<file path="src/rtl/des_pkg.sv">
// des_pkg: shared types and constants for the DES frame/round sequencer.
package des_pkg;

  localparam int unsigned WORD_W     = 64;
  localparam int unsigned IDX_W      = 4;
  localparam int unsigned DES_ROUNDS = 16;

  // Frame slot indices, in host transmission order.
  localparam logic [1:0] SLOT_KEY  = 2'd0;
  localparam logic [1:0] SLOT_DATA = 2'd1;
  localparam logic [1:0] SLOT_CTRL = 2'd2;
  localparam logic [1:0] SLOT_NONE = 2'd3;

  localparam int unsigned CTRL_DECRYPT_BIT = 0;

  typedef enum logic [2:0] {
    S_IDLE     = 3'd0,
    S_GOT_KEY  = 3'd1,
    S_GOT_DATA = 3'd2,
    S_LOAD     = 3'd3,
    S_ROUND    = 3'd4,
    S_CAPTURE  = 3'd5
  } state_t;

  // Which frame slot the next accepted word fills; SLOT_NONE while busy.
  function automatic logic [1:0] slot_of(input state_t s);
    logic [1:0] slot;
    case (s)
      S_IDLE:     slot = SLOT_KEY;
      S_GOT_KEY:  slot = SLOT_DATA;
      S_GOT_DATA: slot = SLOT_CTRL;
      default:    slot = SLOT_NONE;
    endcase
    return slot;
  endfunction

endpackage

</file>
<file path="src/rtl/des_round_counter.sv">
// des_round_counter: round index for the iterative DES datapath. clr/adv are
// next-cycle requests, so en, idx and last are all registered.
module des_round_counter
  import des_pkg::*;
#(
  parameter int unsigned ROUNDS = DES_ROUNDS
) (
  input  logic             clk,
  input  logic             rst,
  input  logic             clr,
  input  logic             adv,
  output logic             en,
  output logic [IDX_W-1:0] idx,
  output logic             last
);

  localparam logic [IDX_W-1:0] IDX_LAST = IDX_W'(ROUNDS - 1);

  logic [IDX_W-1:0] idx_nxt_c;

  // Next index: clear on load, step on each active round, wrap after the last.
  always_comb begin
    idx_nxt_c = idx;
    if (clr) begin
      idx_nxt_c = '0;
    end else if (en) begin
      idx_nxt_c = (idx == IDX_LAST) ? '0 : idx + IDX_W'(1);
    end
  end

  // Counter and round-enable registers.
  always_ff @(posedge clk) begin
    if (rst) begin
      en   <= 1'b0;
      idx  <= '0;
      last <= 1'b0;
    end else begin
      en   <= adv;
      idx  <= idx_nxt_c;
      last <= adv && (idx_nxt_c == IDX_LAST);
    end
  end

endmodule

</file>
<file path="src/rtl/des_seq_ctrl.sv">
// des_seq_ctrl: collects a KEY/DATA/CONTROL frame from the SPI slave, runs
// the iterative DES datapath for ROUNDS rounds and captures the result.
// Optional: define DES_SEQ_FRAME_TIMEOUT_EN to abandon a partial frame after
// TIMEOUT_CYC consecutive idle cycles.
module des_seq_ctrl
  import des_pkg::*;
#(
  parameter int unsigned ROUNDS = DES_ROUNDS
`ifdef DES_SEQ_FRAME_TIMEOUT_EN
  ,
  parameter int unsigned TIMEOUT_CYC = 4096
`endif
) (
  input  logic              clk,
  input  logic              rst,
  input  logic              rx_valid,
  input  logic [WORD_W-1:0] rx_data,
  output logic [WORD_W-1:0] key_out,
  output logic [WORD_W-1:0] blk_out,
  output logic              decrypt,
  output logic              round_load,
  output logic              round_en,
  output logic [IDX_W-1:0]  round_idx,
  output logic              round_last,
  input  logic [WORD_W-1:0] dp_result,
  output logic [WORD_W-1:0] tx_data,
  output logic              busy,
  output logic              done_encrypt_latched,
  output logic              done_decrypt_latched,
  output logic              err_overrun
);

  state_t state, state_nxt;

  logic timeout_c;
  logic key_ld_c, blk_ld_c, ctl_ld_c, cap_c, ovr_c;
  logic load_nxt_c, round_nxt_c, busy_nxt_c;

`ifdef DES_SEQ_FRAME_TIMEOUT_EN
  localparam int unsigned IDLE_W = $clog2(TIMEOUT_CYC + 1);

  logic [IDLE_W-1:0] idle_cnt;
  logic              in_frame_c;

  assign in_frame_c = (state == S_GOT_KEY) || (state == S_GOT_DATA);
  assign timeout_c  = in_frame_c && !rx_valid &&
                      (idle_cnt == IDLE_W'(TIMEOUT_CYC - 1));

  // Idle cycles spent waiting inside a partial frame.
  always_ff @(posedge clk) begin
    if (rst) begin
      idle_cnt <= '0;
    end else if (!in_frame_c || rx_valid || timeout_c) begin
      idle_cnt <= '0;
    end else begin
      idle_cnt <= idle_cnt + IDLE_W'(1);
    end
  end
`else
  assign timeout_c = 1'b0;
`endif

  // State register.
  always_ff @(posedge clk) begin
    if (rst) begin
      state <= S_IDLE;
    end else begin
      state <= state_nxt;
    end
  end

  // Next-state logic: frame collection, then a fixed load/round/capture run.
  always_comb begin
    state_nxt = state;
    case (state)
      S_IDLE:     if (rx_valid) state_nxt = S_GOT_KEY;
      S_GOT_KEY:  if (rx_valid) state_nxt = S_GOT_DATA;
                  else if (timeout_c) state_nxt = S_IDLE;
      S_GOT_DATA: if (rx_valid) state_nxt = S_LOAD;
                  else if (timeout_c) state_nxt = S_IDLE;
      S_LOAD:     state_nxt = S_ROUND;
      S_ROUND:    if (round_last) state_nxt = S_CAPTURE;
      S_CAPTURE:  state_nxt = S_IDLE;
      default:    state_nxt = S_IDLE;
    endcase
  end

  // Output decode: word routing, overrun, capture and next-cycle strobes.
  always_comb begin
    key_ld_c    = 1'b0;
    blk_ld_c    = 1'b0;
    ctl_ld_c    = 1'b0;
    ovr_c       = 1'b0;
    cap_c       = (state == S_CAPTURE);
    load_nxt_c  = (state_nxt == S_LOAD);
    round_nxt_c = (state_nxt == S_ROUND);
    busy_nxt_c  = (state_nxt == S_LOAD) || (state_nxt == S_ROUND) ||
                  (state_nxt == S_CAPTURE);
    if (rx_valid) begin
      case (slot_of(state))
        SLOT_KEY:  key_ld_c = 1'b1;
        SLOT_DATA: blk_ld_c = 1'b1;
        SLOT_CTRL: ctl_ld_c = 1'b1;
        default:   ovr_c    = 1'b1;
      endcase
    end
  end

  // Frame, result and status registers.
  always_ff @(posedge clk) begin
    if (rst) begin
      key_out              <= '0;
      blk_out              <= '0;
      decrypt              <= 1'b0;
      round_load           <= 1'b0;
      busy                 <= 1'b0;
      tx_data              <= '0;
      done_encrypt_latched <= 1'b0;
      done_decrypt_latched <= 1'b0;
      err_overrun          <= 1'b0;
    end else begin
      round_load  <= load_nxt_c;
      busy        <= busy_nxt_c;
      err_overrun <= ovr_c;
      if (key_ld_c) begin
        key_out              <= rx_data;
        done_encrypt_latched <= 1'b0;
        done_decrypt_latched <= 1'b0;
      end
      if (blk_ld_c) begin
        blk_out <= rx_data;
      end
      if (ctl_ld_c) begin
        decrypt <= rx_data[CTRL_DECRYPT_BIT];
      end
      if (cap_c) begin
        tx_data <= dp_result;
        if (decrypt) begin
          done_decrypt_latched <= 1'b1;
        end else begin
          done_encrypt_latched <= 1'b1;
        end
      end
    end
  end

  des_round_counter #(
    .ROUNDS (ROUNDS)
  ) u_round_counter (
    .clk  (clk),
    .rst  (rst),
    .clr  (load_nxt_c),
    .adv  (round_nxt_c),
    .en   (round_en),
    .idx  (round_idx),
    .last (round_last)
  );

endmodule
</file>
<file path="config.mk">
export PLATFORM = sky130hd
export DESIGN_NAME = des_seq_ctrl
export DESIGN_NICKNAME = d
export VERILOG_FILES = /design/src/rtl/des_pkg.sv /design/src/rtl/des_round_counter.sv /design/src/rtl/des_seq_ctrl.sv
export SDC_FILE = /design/constraint.sdc
export NUM_CORES = 1
export LEC_CHECK = 0
export CAP_MARGIN = 20
export CORE_ASPECT_RATIO = 1.1
export CORE_MARGIN = 3
export CORE_UTILIZATION = 37
export CTS_CLUSTER_DIAMETER = 200
export DETAILED_ROUTE_END_ITERATION = 8
export PLACE_DENSITY = 0.79
export SLEW_MARGIN = 20
export SYNTH_ARGS = -nofsm -noshare
export SYNTH_HDL_FRONTEND = slang
export SYNTH_HIERARCHICAL = 1
export SYNTH_SLANG_ARGS = --single-unit
</file>
<file path="constraint.sdc">
create_clock -name clk -period 1.44 [get_ports clk]
set_input_delay 0.288 -clock clk [delete_from_list [all_inputs] [get_ports clk]]
set_output_delay 0.288 -clock clk [all_outputs]
set_load 0.05 [all_outputs]
</file>
==> results of run 1 <==
## power breakdown
| group | total [mW] | leakage [nW] | internal [mW] | switching, mW |
|---|---|---|---|---|
| clock network | 5.41 | 0.323 | 3.15 | 2.26 |
| registers | 6.16 | 1.68 | 5.93 | 0.232 |
| logic | 3.09 | 3.49 | 1.54 | 1.55 |
## cell usage in the layout (no fill, tap or decap), types with 3 or more instances in the layout
cell and instances:
a21oi_1 132, a21oi_2 62, buf_12 225, buf_4 14, buf_6 12, clkbuf_1 9, clkbuf_16 41, clkdlybuf4s50_1 129
dfxtp_1 201, dfxtp_2 6, nand2_1 344, nand2_2 39, nand2_4 4, nand3b_1 3, nor2_1 7, nor3_1 3
xor2_1 3
## registers in the layout, summed over array words and instances, names as in the netlist
name	cells
done_decrypt_latched	1
round_load	1
err_overrun	1
state	3
u_round_counter/last	1
blk_out	64
u_round_counter/en	1
done_encrypt_latched	1
busy	1
decrypt	1
u_round_counter/idx	4
tx_data	64
key_out	64
## cell type report
class | count | area [um2] | area share (%)
repair buffers | 400 | 6540 | 44.2
flip-flops and latches | 207 | 4150 | 28.0
multi-input cells | 622 | 3140 | 21.2
clock buffers | 33 | 623 | 4.21
well taps | 243 | 304 | 2.05
clock inverters | 3 | 40.0 | 0.270
inverters | 1 | 3.75 | 0.0253
## per-stage QoR
stage / std cells / cell area, um2 / total power [mW] / TNS, ns / hold WS (ns)
floorplan: 897 / 7230 / 7.34 / 0 / 0.357
global placement: 1435 / 13000 / 8.84 / -53.02 / 0.478
detailed placement: 1435 / 13000 / 8.89 / -55.88 / 0.483
CTS: 1478 / 13800 / 14.3 / -2.79 / 0.144
global route: 1509 / 14800 / 15.1 / -14.52 / 0.158
finish: 1509 / 14800 / 14.7 / -5.48 / 0.166
## final timing paths
path	from	slack (ns)	end
worst max register to register	state[2]	-0.12	key_out[60]
worst max-delay path	state[2]	-0.12	key_out[60]
worst min-delay path	rst	0.17	key_out[32]
worst min register to register	key_out[62]	0.49	key_out[62]
## timing repair
action	in CTS	in global routing
resized for setup	10	125
pin swaps	1	24
setup endpoints to repair	69	91
buffers inserted	5	11
cloned	2	21
endpoints found under the hold margin	0	0
## per-layer routing
| metal | GRT usage [%] | vias up | wire length [um] |
|---|---|---|---|
| met3 | 8.41 | 83 | 2780 |
| met5 | 0 | - | 0 |
| met4 | 8.01 | 0 | 1220 |
| met1 | 23.9 | 3797 | 10900 |
| li1 | - | 3632 | - |
| met2 | 45.4 | 358 | 17200 |
## cell families (layout without fill, tap and decap cells)
| kind of cell | after synthesis | count (layout) | share of synthesized area [%] |
|---|---|---|---|
| flip-flops | 207 | 207 | 57.4 |
| AO/OA/AOI/OAI | 199 | 199 | 13.9 |
| adder cells (fa/ha/maj) | 1 | 1 | 0.173 |
| AND/OR/NAND/NOR | 417 | 417 | 23.1 |
| multiplexers | 2 | 2 | 0.277 |
| buffers and inverters | 68 | 437 | 4.73 |
| XOR/XNOR | 3 | 3 | 0.364 |
==> summary.txt, run 1 <==
Die
  – Floorplan Core Area: between 0.015 and 0.02 mm2
  – I/O Pins: 335
  – Die area: approximately 0.021 mm2
  – DIE WIDTH: about 140 um
  – Initial Util: 38.4%
  – Die H: approximately 150 um
  – Num rows: 52

Drt
  – Routed WL per cell: around 21 um
  – WL final: about 32000 um
  – Vias: 7870
  – Detailed Route Iter0 Violations: around 370
  – Drc violations: 0
  – Router iterations before antenna repair: 5
  – Final ANT Viol Nets: 0
  – Detailed-route vias per instance: around 5.2

STA
  – Clk_skew: ~0.0086 ns
  – Worst-Margin Slew: approximately 0.34 ns
  – Final WS setup: -0.124 ns
  – Final hold violation count: 0
  – Period utilization: 109%
  – Rel. slew slack: about 77%
  – Final min period: about 1.6 ns
  – Final Max Slew Viols: 0
  – Endpoints failing setup: 128
  – RSZ-0062 raised after global routing: yes
  – Max Fclk: approximately 640 MHz

Placed design
  – Pre-CTS WS: -0.583 ns
  – I/O Buffers: 334
  – Global placer's final weighted congestion: between 0.8 and 0.9
  – Dpl hpwl: approximately 19000 um

Finish
  – Nets: around 1400
  – Layout area overhead: 105%
  – Fin util: 78.8%
  – FILL cells: approximately 1000
  – Antenna cells: 0
  – Share of layout cells above drive strength 1: between 30% and 40%

Outcome
  – Run status: finished with violations
  – Failing checks: setup timing

GRT
  – Initial antenna violation count: 0
  – Total gr overflow: 0
  – Pin count of the biggest net entering global routing: 61
  – First-pass GRT wire length: slightly above 40000 um
  – Vias in the first global route: roughly 7600
  – GRT Resource Usage Total: a little under a quarter

Setup path
  – CP top delay family: simple AND/OR/NAND/NOR gates
  – WP buf/inv: 1
  – Worst endpoint required time: roughly 1.8 ns
  – Critical path endpoint category: register
  – Slowest CP cell: or4b_4
  – Worst setup SP type: register
  – Highest cell delay on the worst timing path: slightly below 0.7 ns
  – Crit Path Class: reg -> reg
  – Reg2reg path depth: 4
  – CP Depth: 4
  – Worst-path maximum fanout: 18
  – Crit path cell chain: or4b_4 > clkbuf_16 > nand2_1 > a21oi_1
  – CP arrival: between 1.5 and 2 ns

Power and ir drop
  – VDD IR max: between 0.8 and 0.9 mV
  – Pwr dens: 990 mW/mm2
  – P_leak: 5.50 nW

Synthesis
  – Sequential share of the synthesized area: 57.4%
  – Most frequent cell after synthesis: nand2_1
  – Most common flop cell mapped by yosys: dfxtp_1
  – Share of flip-flops with an asynchronous set or reset after synthesis: 0%
  – #FFs+latches synth: 207
  – Synth area leaders: dfxtp_1, nand2_1, a21oi_1
  – Cells after Synth: around 900
  – Yosys top cell by area: dfxtp_1
  – Top cells by count, synth: nand2_1, dfxtp_1, a21oi_1, clkbuf_1, buf_2
  – Post-synth EDFFs: 0
  – Synth top area share: between 50% and 60%
  – Synth Area per Inst: ~8.0 um2
  – Mapped Nets: between 1000 and 1500
  – Post-Syn Area: 0.00722 mm2
  – Post-synthesis cell type count: 33
  – Ys Warns: 6

Min path
  – WHS Path Cells: 2
  – Worst min path class: in -> reg

Clock network
  – CTS tree: yes
  – CTS max path bufs: 3
  – CTS HTree Levels: 1
  – CTS Hold Bufs: 0
  – Clk sink count: just over 200
  – Clk Latency, worst-skew pair: approximately 0.50 ns
  – Clock root cell: clkbuf_16
  – CTS clk-pin slew, worst paths: ~0.06 ns
  – Num CTS Buffers: 22

Run
  – Max-cap violations: 0
(Power assumes the default switching activity.)
==> inputs of run 2 (changes only) <==
--- a/config.mk
+++ b/config.mk
@@ -5,6 +5,7 @@
 export SDC_FILE = /design/constraint.sdc
 export NUM_CORES = 1
 export LEC_CHECK = 0
+export ABC_AREA = 0
 export CAP_MARGIN = 20
 export CORE_ASPECT_RATIO = 1.1
 export CORE_MARGIN = 3
@@ -12,6 +13,7 @@
 export CTS_CLUSTER_DIAMETER = 200
 export DETAILED_ROUTE_END_ITERATION = 8
 export PLACE_DENSITY = 0.79
+export SKIP_CTS_REPAIR_TIMING = 1
 export SLEW_MARGIN = 20
 export SYNTH_ARGS = -nofsm -noshare
 export SYNTH_HDL_FRONTEND = slang
==> run 2 against run 1 <==
  * The run still ends with setup timing left
  * Sequential share of layout area up 1.5 points
  * Non-clock buffer count down 20
  * First-iteration DRC count down 30%
  * Count of clock-buffer cells in the layout unchanged
  * Power down 2.8%
  * Combinational power down 10%
==> summary.txt, run 2 (synthesized netlist as in run 1, its figures left out) <==
Outcome
  – Run status: finished with violations
  – Failing checks: setup timing

Power and ir drop
  – Internal: 10.4 mW
  – Clock Power Share: 37.4%
  – P_leak: roughly 5.2 nW
  – Psw: 3.81 mW
  – Sw Share: between 20% and 30%
  – Part of the power in combinational logic: approximately a fifth
  – VDD IR max: ~0.91 mV
  – Sequential share of power: 43.1%
  – Pwr dens: ~1000 mW/mm2

STA
  – RSZ-0062 raised after global routing: yes
  – Rel. slew slack: about four fifths
  – Final min period: 1.48 ns
  – Period utilization: 103%
  – Setup TNS: -0.256 ns
  – Final hold violation count: 0
  – Endpoints failing setup: 20
  – Max Fclk: 677 MHz
  – Final Max Slew Viols: 0
  – Worst-Margin Slew: approximately 0.3 ns
  – Final WS setup: -0.0374 ns
  – Hold WS: between 0.15 and 0.2 ns
  – Clk_skew: around 0.013 ns

GRT
  – Vias in the first global route: between 7000 and 8000
  – First-pass GRT wire length: roughly 40000 um
  – GRT Resource Usage Total: roughly a quarter
  – Total gr overflow: 0
  – Initial antenna violation count: 0
  – Pin count of the biggest net entering global routing: between 60 and 70

Setup path
  – CP arrival: 1.92 ns
  – Critical path endpoint category: register
  – Crit Path Class: reg -> reg
  – Worst setup SP type: register
  – Worst endpoint required time: about 1.9 ns
  – Worst-path maximum fanout: 5

Placed design
  – Global placer's final weighted congestion: 0.847
  – Dpl hpwl: approximately 19000 um
  – Post-placement cell area: 0.0130 mm2
  – I/O Buffers: 334
  – Placed instance count: approximately 1400

Drt
  – M1 wire length: 9600 um
  – Vias: ~7500
  – Routed WL per cell: roughly 19 um
  – Length of routed met2 wiring: around 15000 um
  – Router iterations before antenna repair: 5
  – Detailed-route vias per instance: 5.04
  – Detailed Route Iter0 Violations: between 200 and 300
  – Drc violations: 0
  – Final ANT Viol Nets: 0
  – WL final: approximately 28000 um
  – Top Layer Used: met4
  – DR WL met3: about 2600 um

Clock network
  – Clk sink count: ~210
  – Clk Latency, worst-skew pair: approximately 0.50 ns
  – CTS HTree Levels: 1
  – CTS clk-pin slew, worst paths: about 0.060 ns
  – Num CTS Buffers: 22
  – Clock root cell: clkbuf_16
  – CTS tree: yes
  – CTS max path bufs: 3

Die
  – Die H: 152 um
  – Initial Util: 38.4%
  – Floorplan Core Area: 0.0188 mm2
  – Num rows: 52
  – I/O Pins: about 340
  – Die area: 0.0212 mm2
  – DIE WIDTH: 139 um

Finish
  – Nets: 1366
  – Most frequent cells in the layout: nand2_1, buf_12, dfxtp_1, a21oi_1, clkdlybuf4s50_1
  – Commonest non-fill, non-tap cell in the layout: nand2_1
  – Layout area overhead: 94.6%
  – Finished layout cell area: 0.0140 mm2
  – Share of layout cells above drive strength 1: 25.3%
  – Finished Layout Cells: 1490
  – Regs by FF count: blk_out (64), key_out (64), tx_data (64)

Run
  – Max-cap violations: 0

Min path
  – Worst min path class: in -> reg
-- run 2: cell count changes in the layout (fill, tap and decap cells not counted), sizes merged --
cell / previous run / this run
diode: 0 / 1
clkbuf: 51 / 40
buf: 253 / 244
-- run 2: routing by layer --
layer | vias up | track usage, %
met5 | - | 0
met4 | 0 | 7.74
met3 | 58 | 8.29
met2 | 314 | 44.8
met1 | 3560 | 23.5
li1 | 3578 | -
-- run 2: power by group through the flow --
stage	clock network [mW]	registers [mW]	logic [mW]
floorplan	0	6.83	0.510
global placement	0	6.26	2.58
detailed placement	0	6.27	2.62
CTS	5.47	6.14	2.63
global route	5.69	6.16	2.90
finish	5.33	6.15	2.77
-- run 2: area by class of cell --
cell class	count	area [um2]
clock inverters	3	40.0
multi-input cells	622	2850
clock buffers	33	623
fillers	1170	4760
diodes	1	2.50
well taps	243	304
inverters	1	3.75
flip-flops and latches	207	4150
repair buffers	380	6070
-- run 2: path summary, 6_finish.rpt --
kind	startpoint	end	depth (start not counted)	slack, ns
setup / recovery	state[2]	u_round_counter/last	5	-0.04
hold / removal	rst	blk_out[20]	2	0.17
setup reg to reg	state[2]	u_round_counter/last	5	-0.04
hold reg to reg	key_out[14]	key_out[14]	2	0.49
-- run 2: per-stage QoR --
stage | util, % | setup WS, ns | total power, mW
2_1_floorplan | - | 0.0150 | 7.34
3_3_place_gp | 69.0 | -0.584 | 8.84
3_5_place_dp | 69.0 | -0.583 | 8.89
4_1_cts | 72.6 | -0.210 | 14.2
5_1_grt | 74.7 | -0.103 | 14.8
6_report | 74.7 | -0.0374 | 14.2
-- run 2: critical path: stages, from the launching register on --
cell and delay (ns):
dfxtp_2 0.35, buf_2 0.15, or3b_4 0.39, o21ai_1 0.17
nor3b_2 0.18, and4bb_1 0.19
==> inputs of run 3 (changes only) <==
--- a/config.mk
+++ b/config.mk
@@ -8,7 +8,6 @@
 export ABC_AREA = 0
 export CAP_MARGIN = 20
 export CORE_ASPECT_RATIO = 1.1
-export CORE_MARGIN = 3
 export CORE_UTILIZATION = 37
 export CTS_CLUSTER_DIAMETER = 200
 export DETAILED_ROUTE_END_ITERATION = 8
==> run 3 against run 2 <==
  * The run still ends with setup timing left
  * First-iteration DRC count up 25%
  * Power is 5.4% higher
  * Sequential power about the same
  * Die area decreased by 5.4%
  * Design area up 3.6%
  * Setup slack got worse by 0.098 ns
  * Core utilization grew 1.5 points
  * Count of clock-buffer cells in the layout is 1 lower
  * Sequential share of layout area shrank 1.0 points
  * Combinational power up 5%
  * Cell count increased by 1.3%
  * Critical path type unchanged
  * Critical endpoint is now key_out[41]
==> summary.txt, run 3 (synthesized netlist as in run 1, its figures left out) <==
STA
  – Final min period: roughly 1.6 ns
  – RSZ-0062 raised after global routing: yes
  – Clk_skew: between 0.01 and 0.015 ns
  – Period utilization: 109%
  – Rel. slew slack: between 70 and 80%
  – Worst-Margin Slew: around 0.4 ns
  – Final hold violation count: 0
  – Max Fclk: roughly 630 MHz
  – Final WS setup: -0.135 ns
  – Endpoints failing setup: 80
  – Final Max Slew Viols: 0

Drt
  – Vias: 7773
  – Top Layer Used: met4
  – Final ANT Viol Nets: 0
  – Detailed Route Iter0 Violations: 327
  – Detailed-route vias per instance: 5.15
  – Router iterations before antenna repair: 5
  – Length of routed met2 wiring: between 15000 and 20000 um
  – Routed WL per cell: around 20 um
  – Drc violations: 0
  – DR WL met3: about 2600 um
  – WL final: roughly 30000 um
  – M1 wire length: 10500 um

Placed design
  – Dpl hpwl: roughly 17000 um
  – I/O Buffers: approximately 330
  – Pre-CTS WS: -0.578 ns
  – Global placer's final weighted congestion: around 0.79

Clock network
  – CTS HTree Levels: 1
  – CTS max path bufs: 3
  – Num CTS Buffers: 23
  – CTS tree: yes
  – Clock root cell: clkbuf_16
  – CTS clk-pin slew, worst paths: about 0.07 ns
  – Clk sink count: roughly 210
  – Clk Latency, worst-skew pair: ~0.5 ns

GRT
  – Total gr overflow: 0
  – GRT Resource Usage Total: roughly a quarter
  – Pin count of the biggest net entering global routing: 81
  – Initial antenna violation count: 0
  – Vias in the first global route: around 7400
  – First-pass GRT wire length: approximately 38000 um

Power and ir drop
  – Internal: roughly 11 mW
  – Pwr dens: between 1000 and 1500 mW/mm2
  – Psw: just over 4 mW
  – Clock Power Share: around two fifths
  – Part of the power in combinational logic: 19.4%
  – Sequential share of power: around two fifths
  – Total power: about 15 mW
  – VDD IR max: approximately 0.92 mV
  – Sw Share: 27.0%
  – P_leak: roughly 5.4 nW

Finish
  – Antenna cells: 0
  – Share of layout cells above drive strength 1: between 30% and 40%
  – Nets: roughly 1400
  – FILL cells: between 1000 and 1500
  – Layout area overhead: 102%
  – Commonest non-fill, non-tap cell in the layout: nand2_1
  – Most frequent cells in the layout: nand2_1, buf_12, dfxtp_1, a21oi_1, clkdlybuf4s50_1
  – Regs by FF count: blk_out (64), key_out (64), tx_data (64)

Setup path
  – Critical path endpoint category: register
  – WP buf/inv: 3
  – Slowest CP cell: dfxtp_4
  – Worst endpoint required time: between 1.5 and 2 ns
  – Crit path cell chain: buf_6 > nor4b_4 > buf_6 > clkbuf_16 > nand2_1 > a21oi_1
  – Highest cell delay on the worst timing path: approximately 0.36 ns
  – Worst setup SP type: register
  – Crit Path Class: reg -> reg
  – Most frequent CP cell: buf_6
  – Worst-path maximum fanout: 8
  – CP top delay family: buffers and inverters
  – CP arrival: between 1.5 and 2 ns

Die
  – Num rows: 53
  – Die area: 0.0201 mm2
  – Initial Util: a little under two fifths
  – Floorplan Core Area: 0.0191 mm2
  – Die H: 148 um
  – DIE WIDTH: 135 um
  – I/O Pins: around 340

Outcome
  – Failing checks: setup timing
  – Run status: finished with violations

Min path
  – Worst min path class: in -> reg

Run
  – Max-cap violations: 0
## run 3: cell count changes in the layout (fill, tap and decap cells not counted), moves of 6 or more
cell,previous run,this run
clkbuf_1,9,3
a21oi_2,13,32
nand2_1,377,355
nand2_2,10,27
a21oi_1,181,162
## run 3: path summary, 6_finish.rpt
check,startpoint,end,slack [ns],cells past startpoint
setup / recovery,state[0],key_out[41],-0.14,6
hold / removal,rst,blk_out[37],0.06,2
setup reg to reg,state[0],key_out[41],-0.14,6
hold reg to reg,blk_out[13],blk_out[13],0.49,2
## run 3: metal layers
| layer | track usage, % | vias to the layer above |
|---|---|---|
| li1 | - | 3604 |
| met1 | 23.9 | 3717 |
| met2 | 43.8 | 366 |
| met3 | 8.01 | 86 |
| met4 | 11.5 | 0 |
| met5 | 0 | - |
## run 3: area by class of cell
type | count | area, um2 | share of cell area, %
clock inverter | 9 | 105 | 0.722
clock buffer | 32 | 669 | 4.60
timing repair buffer | 391 | 6290 | 43.2
multi-input combinational | 622 | 3020 | 20.7
sequential | 207 | 4150 | 28.5
inverter | 1 | 3.75 | 0.0258
tap | 247 | 309 | 2.12
## run 3: per-stage QoR
step                instances  util, %  setup TNS, ns  area [um2]  hold WS (ns)
floorplan                 897        -              0        7230         0.357
global placement         1438     67.8         -53.10       13000         0.478
detailed placement       1438     67.8         -56.74       13000         0.484
CTS                      1479     71.9         -11.42       13700        0.0342
global route             1509     76.2         -10.45       14500        0.0412
finish                   1509     76.2          -4.49       14500        0.0561
## run 3: power groups by stage
stage | Combinational (mW) | Sequential, mW | Clock, mW
2_1_floorplan | 0.510 | 6.83 | 0
3_3_place_gp | 2.56 | 6.26 | 0
3_5_place_dp | 2.59 | 6.27 | 0
4_1_cts | 2.61 | 6.14 | 6.02
5_1_grt | 3.03 | 6.17 | 6.28
6_report | 2.92 | 6.15 | 5.94
